$ cat config.mk
export PLATFORM = sky130hd
export DESIGN_NAME = el_sync_tx
export DESIGN_NICKNAME = d
export VERILOG_FILES = /design/src/rtl/el_pkg.sv /design/src/rtl/el_ack_sync.sv /design/src/rtl/el_sync_tx.sv
export SDC_FILE = /design/constraint.sdc
export NUM_CORES = 1
export LEC_CHECK = 0
export BUFFER_PORTS_ARGS = -buffer_cell sky130_fd_sc_hd__buf_2
export CAP_MARGIN = 20
export CORE_ASPECT_RATIO = 0.5
export CORE_MARGIN = 3
export CORE_UTILIZATION = 40
export DETAILED_ROUTE_END_ITERATION = 8
export GPL_TIMING_DRIVEN = 0
export SYNTH_ARGS = -nofsm -noshare
export SYNTH_HDL_FRONTEND = slang
export SYNTH_SLANG_ARGS = --single-unit
$ cat constraint.sdc
create_clock -name clk -period 1.9 [get_ports clk]
set_clock_uncertainty 0.05 [all_clocks]
set_input_delay 0.095 -clock clk [delete_from_list [all_inputs] [get_ports clk]]
set_output_delay 0.095 -clock clk [all_outputs]
set_load 0.02 [all_outputs]
$ cat src/rtl/el_pkg.sv
// Shared types and constants for the elastic link transmitter.
// Latency: n/a (declarations only).
// Backpressure: n/a.
package el_pkg;

  // Transmitter control states
  typedef enum logic {
    ST_IDLE = 1'b0,
    ST_WAIT = 1'b1
  } state_t;

  // Rail offsets within a dual-rail link: out[2i+RAIL0] carries 0, out[2i+RAIL1] carries 1
  localparam int RAIL0 = 0;
  localparam int RAIL1 = 1;

  // Default depth of each ack synchronizer
  localparam int SYNC_STAGES_DEFAULT = 2;

endpackage

$ cat src/rtl/el_ack_sync.sv
// Single-bit multi-flop synchronizer for an asynchronous two-phase ack level.
// Latency: STAGES clock edges from input change to q change.
// Backpressure: none; free-running shift chain.
module el_ack_sync #(
  parameter int STAGES = el_pkg::SYNC_STAGES_DEFAULT
) (
  input  logic clk,
  input  logic rst,
  input  logic d,
  output logic q
);

  logic [STAGES-1:0] chain;

  // Shift the raw level through the chain; all stages clear on reset
  always_ff @(posedge clk) begin
    if (rst) begin
      chain <= '0;
    end else begin
      chain <= {chain[STAGES-2:0], d};
    end
  end

  assign q = chain[STAGES-1];

endmodule

$ cat src/rtl/el_sync_tx.sv
// Clocked valid/ready to dual-rail two-phase transmitter, one token per link per word.
// Latency: rails toggle at the accept edge; in_ready returns SYNC_STAGES+1 edges after the last ack is captured.
// Backpressure: in_ready stays low from accept until every link has acknowledged its token.
module el_sync_tx
  import el_pkg::*;
#(
  parameter int LINK_NUM    = 3,
  parameter int SYNC_STAGES = SYNC_STAGES_DEFAULT,
  parameter int TIMEOUT     = 1024
) (
  input  logic                  clk,
  input  logic                  rst,
  input  logic                  in_valid,
  output logic                  in_ready,
  input  logic [LINK_NUM-1:0]   in_data,
  output logic [2*LINK_NUM-1:0] out,
  input  logic [LINK_NUM-1:0]   ack_i,
  output logic                  busy,
  output logic                  timeout_err,
  output logic                  proto_err
);

  // Counter just wide enough to hold TIMEOUT-1, where it saturates
  localparam int            CW      = $clog2(TIMEOUT);
  localparam logic [CW-1:0] CNT_MAX = CW'(TIMEOUT - 1);
  localparam logic [CW-1:0] CNT_PRE = CW'(TIMEOUT - 2);

  state_t                state;
  state_t                state_nxt;
  logic [LINK_NUM-1:0]   ack_s;
  logic [LINK_NUM-1:0]   ack_ref;
  logic [LINK_NUM-1:0]   ack_edge;
  logic [LINK_NUM-1:0]   done;
  logic [2*LINK_NUM-1:0] out_q;
  logic [2*LINK_NUM-1:0] tmask;
  logic [CW-1:0]         cnt;
  logic                  accept;
  logic                  in_wait;

  // One synchronizer per incoming ack level
  for (genvar g = 0; g < LINK_NUM; g++) begin : g_sync
    el_ack_sync #(
      .STAGES(SYNC_STAGES)
    ) u_sync (
      .clk (clk),
      .rst (rst),
      .d   (ack_i[g]),
      .q   (ack_s[g])
    );
  end

  assign in_wait  = (state == ST_WAIT);
  assign in_ready = (state == ST_IDLE);
  assign busy     = in_wait;
  assign accept   = in_valid && (state == ST_IDLE);
  assign ack_edge = ack_s ^ ack_ref;
  assign out      = out_q;

  // State register
  always_ff @(posedge clk) begin
    if (rst) begin
      state <= ST_IDLE;
    end else begin
      state <= state_nxt;
    end
  end

  // Next state: leave WAIT only once every registered done flag is set
  always_comb begin
    state_nxt = state;
    case (state)
      ST_IDLE: if (in_valid) state_nxt = ST_WAIT;
      ST_WAIT: if (&done)    state_nxt = ST_IDLE;
      default:               state_nxt = ST_IDLE;
    endcase
  end

  // Select exactly one rail per link according to the data bit
  always_comb begin
    tmask = '0;
    for (int i = 0; i < LINK_NUM; i++) begin
      if (in_data[i]) begin
        tmask[2*i + RAIL1] = 1'b1;
      end else begin
        tmask[2*i + RAIL0] = 1'b1;
      end
    end
  end

  // Rail levels: toggled on accept, cleared by reset (aborts an in-flight token)
  always_ff @(posedge clk) begin
    if (rst) begin
      out_q <= '0;
    end else if (accept) begin
      out_q <= out_q ^ tmask;
    end
  end

  // Every observed edge is consumed, so the reference simply follows the synchronized level
  always_ff @(posedge clk) begin
    if (rst) begin
      ack_ref <= '0;
    end else begin
      ack_ref <= ack_s;
    end
  end

  // Per-link completion flags for the word in flight
  always_ff @(posedge clk) begin
    if (rst) begin
      done <= '0;
    end else if (accept) begin
      done <= '0;
    end else if (in_wait) begin
      done <= done | ack_edge;
    end
  end

  // WAIT cycle counter, saturating at TIMEOUT-1
  always_ff @(posedge clk) begin
    if (rst) begin
      cnt <= '0;
    end else if (accept) begin
      cnt <= '0;
    end else if (in_wait && (cnt != CNT_MAX)) begin
      cnt <= cnt + 1'b1;
    end
  end

  // Sticky error flags; the timeout flag rises on the edge the counter reaches TIMEOUT-1
  always_ff @(posedge clk) begin
    if (rst) begin
      timeout_err <= 1'b0;
      proto_err   <= 1'b0;
    end else begin
      if (in_wait && (cnt == CNT_PRE)) begin
        timeout_err <= 1'b1;
      end
      if ((in_wait && |(ack_edge & done)) || (!in_wait && |ack_edge)) begin
        proto_err <= 1'b1;
      end
    end
  end

endmodule

==> run_results.csv, run 1 <==
group,metric,value,unit
outcome,status,"finished clean",
placement,hpwl,1690,µm
cts,htree_levels,2,
placement,gp_routability_congestion,0.802,
sta,worst_pin_slew,0.445,ns
synthesis,syn_area_per_cell,9.55,µm²
placement,placed_cell_area,1390,µm²
detailed_routing,dr.pass1.iters,4,
detailed_routing,drt_iter0_markers,29,
cells_and_area,nFillCells,257,
worst_setup_path,end_kind,"flop",
sta,setup_viol,0,
power_and_ir_drop,power.density,883,nW/µm²
floorplanning,die_x,85.1,µm
floorplanning,io_pins,19,
hold_path,min_to,"out[2]",
floorplanning,rows,13,
worst_setup_path,cp_data_required_time,2.07,ns
power_and_ir_drop,power_frac_comb,0.096,
floorplanning,core,2780,µm²
worst_setup_path,cp_slowest_cell,"or4_1",
cells_and_area,area_delta_synth_final,20.9,%
sta,hold_violations,0,
synthesis,yosysWarningCount,0,
synthesis,postSynth.asyncResetShare,0,
worst_setup_path,startpoint_type,"flop",
synthesis,synth_seq_cells,31,
worst_setup_path,arrival,1.81,ns
synthesis,ys_types,29,
floorplanning,start_util,0.450,
synthesis,synthesis.instances,131,
worst_setup_path,cp_slowest_stage_delay,0.50,ns
cts,root_buffer,"clkbuf_8",
cts,cts_tree,"done",
detailed_routing,final_antenna_net_count,0,
global_routing,grt_pass1_vias,955,
sta,rsz0062_at_grt,"false",
worst_setup_path,critPathKind,"flop to flop",
synthesis,synthFlopType,"dfxtp_1",
global_routing,grt.total_usage,0.147,
synthesis,synth_top_cell_by_area,"dfxtp_1",
sta,fin_tns_setup,0,ns
worst_setup_path,r2r_setup_slack,0.26,ns
power_and_ir_drop,power,1.34,mW
synthesis,syn_area,1250,µm²
hold_path,hp-class,"primary input to flop",
synthesis,synthTopCellsByArea,"dfxtp_1 50%, xor2_1 5.6%, a21oi_1 5.2%, nor2b_1 5.0%, nor2_1 3.9%",
synthesis,synth_edf_count,0,
power_and_ir_drop,p_int,0.984,mW
global_routing,antenna_found_initial,0,
sta,hold_ws,0.0499,ns
power_and_ir_drop,peakVddDrop,0.000496,V
global_routing,grt_pass1_wl,4300,µm
synthesis,syn-num-nets,142,
sta,max_slew_margin,0.703,
cells_and_area,drive_gt1_frac,0.206,
cts,cts-buffers-inserted,5,
sta,slew_violations,0,
detailed_routing,avgViaCountPerCell,5.10,
power_and_ir_drop,power.share.clock,0.384,
hold_path,min_from,"in_data[1]",
power_and_ir_drop,p_leak,0.603,nW
power_and_ir_drop,p_switching,0.352,mW
hold_path,hold_path_depth,3,
detailed_routing,vias,1005,
detailed_routing,wl_per_cell,12.0,µm
synthesis,synth.top_cell.area_share,0.496,
detailed_routing,drc,0,
detailed_routing,finalWirelength,2370,µm
power_and_ir_drop,pwr-share-seq,0.519,
global_routing,grt_max_degree,12,
worst_setup_path,cp_max_fo,8,
cells_and_area,design_area,1510,µm²
cts,path_clk_slew,0.07,ns
cells_and_area,antennaDiodeCount,0,
floorplanning,dieArea,3880,µm²
cts,post-cts-setup-buffers,0,
job,cap_violations,0,
sta,fin_crit_sh,0.865,
worst_setup_path,crit_chain,"ha_1 -> inv_1 -> nor3_4 -> or4_1 -> a21oi_1",
floorplanning,die_h,45.5,µm
sta,timing.final.crit_period,1.64,ns
synthesis,ys_seq_area_frac,0.496,
cells_and_area,final_nets,170,
global_routing,grt_overflow,0,
cts,insertion_delay,0.29,ns
power_and_ir_drop,sw_frac_of_total,0.263,
cts,clockBufferDepth,2,
worst_setup_path,regToRegEndpoint,"cnt[9]",
cts,cts.sinks,31,
worst_setup_path,r2r-start,"cnt[0]",
sta,fmax,608,MHz
worst_setup_path,rr_worst_depth,5,
placement,port_buffers,18,
[cells in the mapped netlist (all sizes together) (3+ instances only)]
master / number
nor2b: 10
nand4: 6
xor2: 8
nor2: 13
o21ai: 7
dfxtp: 31
inv: 3
or3: 5
a21oi: 13
nand2: 8
[area by class of cell]
type	instances	area, µm²	share of cell area
multi-input combinational	93	599	0.396
buffer	4	26.3	0.0174
timing repair buffer	21	120	0.0794
sequential	31	621	0.410
clock buffer	5	68.8	0.0455
clock inverter	3	20.0	0.0132
tap	37	46.3	0.0306
inverter	3	11.3	0.00744
[stage by stage]
stage	setup slack (ns)	util	instances
finish	0.256	0.544	197
global route	0.134	0.544	197
CTS	0.224	0.542	197
detailed placement	0.257	0.499	186
global placement	0.269	0.499	186
floorplan	0.295	-	131
[sequential cells by signal (all words and copies together), names as in the netlist]
| register | cells |
|---|---|
| cnt | 10 |
| g_sync.u_sync.chain | 6 |
| out | 6 |
| ack_ref | 3 |
| done | 3 |
| busy | 1 |
| proto_err | 1 |
| timeout_err | 1 |
[metal layers]
layer,vias to the layer above,global-route usage,part of all wire
met5,-,0,0
met4,0,0.0757,0.013
met3,3,0.0596,0.047
met2,17,0.230,0.45
met1,463,0.178,0.49
li1,522,-,-
[worst max-delay path by stage]
stage                 from      to  slack, ns  cells past startpoint
floorplan             busy  cnt[7]       0.29                      6
CTS                 cnt[0]  cnt[5]       0.22                      5
finish              cnt[0]  cnt[9]       0.26                      5
global placement    cnt[0]  cnt[9]       0.27                      5
detailed placement  cnt[0]  cnt[5]       0.26                      5
global route        cnt[0]  cnt[5]       0.13                      5
[critical path: cells and delay by family (launching register included)]
kind / cells / cell delay, ns
adder cells (fa/ha/maj): 1 / 0.28
AO/OA/AOI/OAI: 1 / 0.14
buffers and inverters: 1 / 0.14
flip-flops: 1 / 0.37
AND/OR/NAND/NOR: 2 / 0.58
[power groups by stage]
stage                     sequential (mW)  combinational (mW)  clock [mW]
after CTS                           0.694               0.131       0.535
after floorplan                     0.724              0.0664           0
after global routing                0.697               0.142       0.564
final                               0.694               0.129       0.513
after detailed placement            0.709               0.126           0
after global placement              0.707               0.124           0
[repair_timing]
| item | CTS | global route |
|---|---|---|
| gates resized for setup | 0 | 1 |
| hold buffers | 3 | 0 |
| setup endpoints to repair | 0 | 1 |
| endpoints found under the hold margin | 3 | 0 |
[logic make-up (layout without fill, tap and decap cells)]
| group | count (synthesis) | in the layout | synth area share |
|---|---|---|---|
| adder cells (fa/ha/maj) | 2 | 2 | 0.0200 |
| XOR/XNOR | 10 | 10 | 0.0700 |
| AND/OR/NAND/NOR | 51 | 51 | 0.239 |
| buffers and inverters | 7 | 36 | 0.0300 |
| flip-flops | 31 | 31 | 0.496 |
| AO/OA/AOI/OAI | 30 | 30 | 0.145 |
[cell usage in the layout (no fill, tap or decap), types with 2 or more instances in the layout]
| cell type | n |
|---|---|
| dfxtp_1 | 31 |
| buf_2 | 18 |
| a21oi_1 | 13 |
| nor2_1 | 13 |
| nor2b_1 | 10 |
| nand2_1 | 8 |
| xor2_1 | 8 |
| o21ai_0 | 7 |
| nand4_1 | 5 |
| or3_1 | 5 |
| clkbuf_8 | 5 |
| inv_1 | 3 |
| dlygate4sd3_1 | 3 |
| clkbuf_1 | 2 |
| o31ai_1 | 2 |
| or4_1 | 2 |
| o211ai_1 | 2 |
| a311oi_1 | 2 |
| xnor2_1 | 2 |
| nand3_1 | 2 |
| a41oi_1 | 2 |
| ha_1 | 2 |
| clkinvlp_4 | 2 |
Power figures use the tool's default switching activity.
==> inputs of run 2 (changes only) <==
--- a/config.mk
+++ b/config.mk
@@ -5,8 +5,9 @@
 export SDC_FILE = /design/constraint.sdc
 export NUM_CORES = 1
 export LEC_CHECK = 0
+export ABC_AREA = 1
 export BUFFER_PORTS_ARGS = -buffer_cell sky130_fd_sc_hd__buf_2
-export CAP_MARGIN = 20
+export CAP_MARGIN = 10
 export CORE_ASPECT_RATIO = 0.5
 export CORE_MARGIN = 3
 export CORE_UTILIZATION = 40
==> run_results.csv, run 2 <==
group,metric,value,unit
outcome,status,"finished clean",
floorplanning,die_x,88.6,µm
synthesis,yosysWarningCount,0,
cts,post-cts-setup-buffers,0,
cells_and_area,design_area,1660,µm²
worst_setup_path,r2r-start,"cnt[1]",
synthesis,yosysMostFrequentCell,"dfxtp_1",
global_routing,gr-usage-met3,0.0630,
floorplanning,dieArea,4190,µm²
global_routing,grt.met2_usage,0.210,
cts,cts_hold_buf,3,
synthesis,synthesis.instances,178,
cts,cts.sinks,31,
detailed_routing,avgViaCountPerCell,4.46,
sta,max_slew_margin,0.715,
detailed_routing,drc,0,
placement,hpwl,1750,µm
worst_setup_path,end_kind,"flop",
cells_and_area,area_delta_synth_final,21.8,%
global_routing,grt_util_met1,0.162,
global_routing,antenna_found_initial,0,
synthesis,synthFlopType,"dfxtp_1",
detailed_routing,dr.pass1.iters,4,
detailed_routing,finalWirelength,2520,µm
power_and_ir_drop,peakVddDrop,0.000442,V
synthesis,synth_edf_count,0,
worst_setup_path,regToRegEndpoint,"cnt[1]",
synthesis,ys_types,23,
synthesis,postSynth.asyncResetShare,0,
worst_setup_path,cp_data_required_time,2.03,ns
sta,hold_ws,0.0577,ns
cells_and_area,regArea,621,µm²
sta,slew_violations,0,
cells_and_area,final_nets,216,
detailed_routing,vias,1096,
synthesis,syn_area_per_cell,7.67,µm²
cts,root_buffer,"clkbuf_8",
worst_setup_path,rr_worst_depth,8,
placement,pre_cts_ws,0.444,ns
sta,setup_viol,0,
sta,setup_ws,0.433,ns
cells_and_area,largest_reg_flops,10,
global_routing,grt_max_degree,11,
cts,cts_tree,"done",
floorplanning,die_h,47.3,µm
cells_and_area,fin_util,0.530,
global_routing,grt_pass1_wl,4080,µm
floorplanning,core,3140,µm²
sta,rsz0062_at_grt,"false",
detailed_routing,final_antenna_net_count,0,
worst_setup_path,critPathKind,"flop to flop",
global_routing,busiest_layer,"met2",
cells_and_area,largest_register,"cnt",
placement,port_buffers,17,
placement,gp_routability_congestion,0.689,
sta,hold_violations,0,
cells_and_area,antennaDiodeCount,0,
worst_setup_path,cp_max_fo,10,
cells_and_area,nFillCells,311,
cts,htree_levels,2,
global_routing,grt_overflow,0,
floorplanning,start_util,0.435,
synthesis,synth.top_cell.area_share,0.455,
synthesis,ys_seq_area_frac,0.455,
worst_setup_path,r2r_setup_slack,0.43,ns
sta,fmax,682,MHz
sta,worst_pin_slew,0.427,ns
worst_setup_path,arrival,1.59,ns
synthesis,syn-num-nets,189,
cells_and_area,final_cell_mix,"31 x dfxtp_1, 28 x nand2_1, 27 x inv_1",
floorplanning,rows,14,
power_and_ir_drop,p_leak,0.742,nW
hold_path,hold_path_depth,4,
cts,cts_resized,0,
cts,path_clk_slew,0.07,ns
placement,placed_cell_area,1500,µm²
synthesis,synthTopCellsByArea,"dfxtp_1 45%, nand2_1 7.7%, inv_1 7.4%, nor2_1 7.1%, a21oi_1 4.8%",
sta,fin_tns_setup,0,ns
worst_setup_path,crit_end,"cnt[1]",
cells_and_area,final_common_cell,"dfxtp_1",
hold_path,hp-class,"primary input to flop",
worst_setup_path,cp-startpoint,"cnt[1]",
cts,insertion_delay,0.28,ns
worst_setup_path,startpoint_type,"flop",
detailed_routing,wl_per_cell,10.2,µm
power_and_ir_drop,power.density,968,nW/µm²
floorplanning,io_pins,19,
synthesis,synth_top_cell_by_area,"dfxtp_1",
detailed_routing,drt_iter0_markers,25,
cells_and_area,multi_input_area,621,µm²
cts,cts-buffers-inserted,5,
cells_and_area,drive_gt1_frac,0.204,
synthesis,syn_area,1370,µm²
synthesis,synthTopCellsByCount,"31 x dfxtp_1, 28 x nand2_1, 27 x inv_1",
job,cap_violations,0,
global_routing,grt.total_usage,0.135,
sta,fin_crit_sh,0.772,
global_routing,grt_pass1_vias,935,
cts,clockBufferDepth,2,
sta,timing.final.crit_period,1.47,ns
synthesis,synth_seq_cells,31,
run 2: metrics by stage:
step                      cells  power [mW]
after floorplan             178       0.801
after global placement      235       0.843
after detailed placement    235       0.846
after CTS                   246        1.63
after global routing        246        1.69
final                       246        1.61
run 2: cell families after synthesis:
family                   share of synthesized area
flip-flops                                   0.455
adder cells (fa/ha/maj)                     0.0183
XOR/XNOR                                    0.0513
AND/OR/NAND/NOR                              0.270
buffers and inverters                       0.0907
AO/OA/AOI/OAI                                0.115
run 2: area by class of cell:
| type | instances | share of cell area |
|---|---|---|
| Clock buffer | 6 | 0.0436 |
| Clock inverter | 2 | 0.0361 |
| Multi-Input combinational cell | 114 | 0.373 |
| Timing Repair Buffer | 20 | 0.0692 |
| Tap cell | 40 | 0.0301 |
| Inverter | 31 | 0.0700 |
| Sequential cell | 31 | 0.373 |
| Buffer | 2 | 0.00451 |
run 2: critical path, cell delays in order (launching register included):
cell and delay [ns]:
dfxtp_1 0.39, ha_1 0.24, inv_1 0.07, nor2_2 0.11
nand3_2 0.10, nand2_4 0.14, inv_2 0.11, nor2_1 0.10
nor2_1 0.05
run 2: layer usage:
layer	vias up	share of wire
li1	605	-
met1	471	0.51
met2	13	0.43
met3	7	0.040
met4	0	0.017
met5	-	0
run 2: worst min path at each step:
| stage | from | slack [ns] | endpoint |
|---|---|---|---|
| after floorplan | ack_i[0] | 0.15 | g_sync[0].u_sync.chain[0] |
| after global placement | ack_i[0] | 0.25 | g_sync[0].u_sync.chain[0] |
| after detailed placement | ack_i[0] | 0.25 | g_sync[0].u_sync.chain[0] |
| after CTS | in_data[0] | 0.05 | out[1] |
| after global routing | in_data[0] | 0.08 | out[1] |
| final | in_data[0] | 0.06 | out[1] |
run 2: power by group:
| group | leakage [nW] | internal (mW) | switching [mW] |
|---|---|---|---|
| Combinational | 0.423 | 0.0510 | 0.0892 |
| Clock | 0.0654 | 0.524 | 0.251 |
| Sequential | 0.253 | 0.675 | 0.0191 |
| Total | 0.742 | 1.25 | 0.359 |
==> inputs of run 3 (changes only) <==
==> constraint.sdc (replaced) <==
create_clock -name clk -period 1.27 [get_ports clk]
set_clock_uncertainty 0.05 [all_clocks]
set_input_delay 0.0635 -clock clk [delete_from_list [all_inputs] [get_ports clk]]
set_output_delay 0.0635 -clock clk [all_outputs]
set_load 0.02 [all_outputs]
==> run_results.csv, run 3 (same netlist as run 2, synthesis figures left out) <==
group,metric,value,unit
worst_setup_path,crit_chain,"ha_4 -> inv_4 -> nor2_4 -> nand3_4 -> nand2_8 -> inv_8 -> nand2_1 -> a21oi_1",
worst_setup_path,cp_data_required_time,1.38,ns
sta,fin_crit_sh,0.976,
power_and_ir_drop,p_switching,0.567,mW
cells_and_area,design_area,1780,µm²
worst_setup_path,end_kind,"flop",
global_routing,grt_pass1_wl,4220,µm
sta,timing.final.crit_period,1.24,ns
placement,dp_cells,235,
sta,max_slew_margin,0.721,
placement,port_buffers,17,
worst_setup_path,cp_max_fo,8,
cts,cts_tree,"done",
power_and_ir_drop,power.density,1150,nW/µm²
global_routing,grt.total_usage,0.136,
detailed_routing,dr.pass1.iters,4,
outcome,status,"finished clean",
sta,setup_ws,0.0302,ns
sta,worst_pin_slew,0.419,ns
power_and_ir_drop,p_leak,0.752,nW
placement,gp_routability_congestion,0.748,
sta,fmax,807,MHz
cells_and_area,largest_reg_flops,10,
cts,clockBufferDepth,2,
worst_setup_path,startpoint_type,"flop",
floorplanning,rows,14,
detailed_routing,final_antenna_net_count,0,
detailed_routing,vias,1111,
cells_and_area,final_nets,220,
placement,hpwl,1740,µm
detailed_routing,wl_per_cell,10.6,µm
hold_path,hp-class,"primary input to flop",
cts,cts-buffers-inserted,5,
cts,htree_levels,2,
power_and_ir_drop,p_int,1.48,mW
sta,setup_viol,0,
cells_and_area,final_common_cell,"inv_1",
worst_setup_path,cp_slowest_cell,"dfxtp_4",
placement,pre_cts_ws,-0.108,ns
floorplanning,start_util,0.435,
cells_and_area,final_cell_mix,"26 x inv_1, 24 x nor2_1, 22 x nand2_1, 22 x dfxtp_1, 17 x buf_2",
cts,path_clk_slew,0.07,ns
floorplanning,die_h,47.3,µm
floorplanning,die_x,88.6,µm
detailed_routing,finalWirelength,2640,µm
floorplanning,dieArea,4190,µm²
power_and_ir_drop,sw_frac_of_total,0.276,
detailed_routing,avgViaCountPerCell,4.44,
sta,hold_violations,0,
floorplanning,core,3140,µm²
global_routing,grt_max_degree,12,
worst_setup_path,critPathKind,"flop to flop",
power_and_ir_drop,power.share.clock,0.372,
power_and_ir_drop,peakVddDrop,0.000786,V
cells_and_area,area_delta_synth_final,30.2,%
cts,insertion_delay,0.28,ns
cells_and_area,antennaDiodeCount,0,
cells_and_area,largest_register,"cnt",
detailed_routing,drt_iter0_markers,26,
placement,placed_cell_area,1510,µm²
cells_and_area,drive_gt1_frac,0.333,
power_and_ir_drop,pwr-share-seq,0.507,
worst_setup_path,cp_slowest_stage_delay,0.37,ns
cells_and_area,final_cells,250,
cts,root_buffer,"clkbuf_8",
worst_setup_path,arrival,1.35,ns
global_routing,antenna_found_initial,0,
power_and_ir_drop,power_frac_comb,0.121,
detailed_routing,drc,0,
sta,slew_violations,0,
job,cap_violations,0,
global_routing,grt_pass1_vias,956,
cts,cts.sinks,31,
floorplanning,io_pins,19,
sta,rsz0062_at_grt,"true",
global_routing,grt_overflow,0,
run 3: cell count changes in the layout (fill, tap and decap cells not counted), moves of 3 or more:
cell	delta
dfxtp_4	+3
buf_4	+3
dfxtp_2	+6
nand2_2	+7
nand2_1	-6
dfxtp_1	-9
nor2_4	+4
run 3: repair_timing:
item / 4_1_cts / 5_1_grt
gates cloned: 1 / 0
endpoints found under the hold margin: 3 / 0
pin swaps: 6 / 10
resized for setup: 13 / 22
setup endpoints to repair: 10 / 11
hold buffers: 3 / 0
buffers inserted: 3 / 0
run 3: through the flow:
stage           TNS [ns]  utilization  hold WS (ns)  power (mW)
2_1_floorplan          0            -         0.120        1.20
3_3_place_gp      -0.750        0.480         0.212        1.26
3_5_place_dp      -0.830        0.480         0.220        1.27
4_1_cts        -0.000241        0.539        0.0326        2.05
5_1_grt           -0.406        0.567        0.0524        2.16
6_report               0        0.567        0.0464        2.05
run 3: layout make-up:
type | count | area (µm²)
Tap cell | 40 | 50.0
Multi-Input combinational cell | 115 | 728
Buffer | 2 | 7.51
Inverter | 31 | 126
Sequential cell | 31 | 639
Clock buffer | 5 | 68.8
Timing Repair Buffer | 23 | 138
Fill cell | 264 | 1360
Clock inverter | 3 | 20.0
run 3: path summary, 6_finish.rpt:
kind / slack [ns] / depth (start not counted) / to / startpoint
max: 0.03 / 8 / cnt[2] / cnt[1]
min: 0.05 / 4 / out[3] / in_data[1]
max reg2reg: 0.03 / 8 / cnt[2] / cnt[1]
min reg2reg: 0.35 / 2 / g_sync[1].u_sync.chain[1] / g_sync[1].u_sync.chain[0]
run 3: metal layers:
metal | track usage | up-vias | share of wire
met2 | 0.201 | 10 | 0.45
li1 | - | 619 | -
met5 | 0 | - | 0
met3 | 0.0525 | 0 | 0.032
met4 | 0.0572 | 0 | 0
met1 | 0.179 | 482 | 0.52
run 3: critical path: cells and delay by family, from the launching register on:
kind / cells / cell delay [ns]
adders and majority gates: 1 / 0.16
and+or+nand+nor: 4 / 0.40
AOI/OAI and AO/OA: 1 / 0.06
buffers and inverters: 2 / 0.10
DFF: 1 / 0.37
run 3: power by group through the flow:
| stage | combinational [mW] | sequential, mW | clock, mW |
|---|---|---|---|
| 6_report | 0.247 | 1.04 | 0.763 |
| 5_1_grt | 0.277 | 1.05 | 0.839 |
| 4_1_cts | 0.227 | 1.04 | 0.788 |
| 3_5_place_dp | 0.205 | 1.06 | 0 |
| 3_3_place_gp | 0.201 | 1.06 | 0 |
| 2_1_floorplan | 0.116 | 1.08 | 0 |
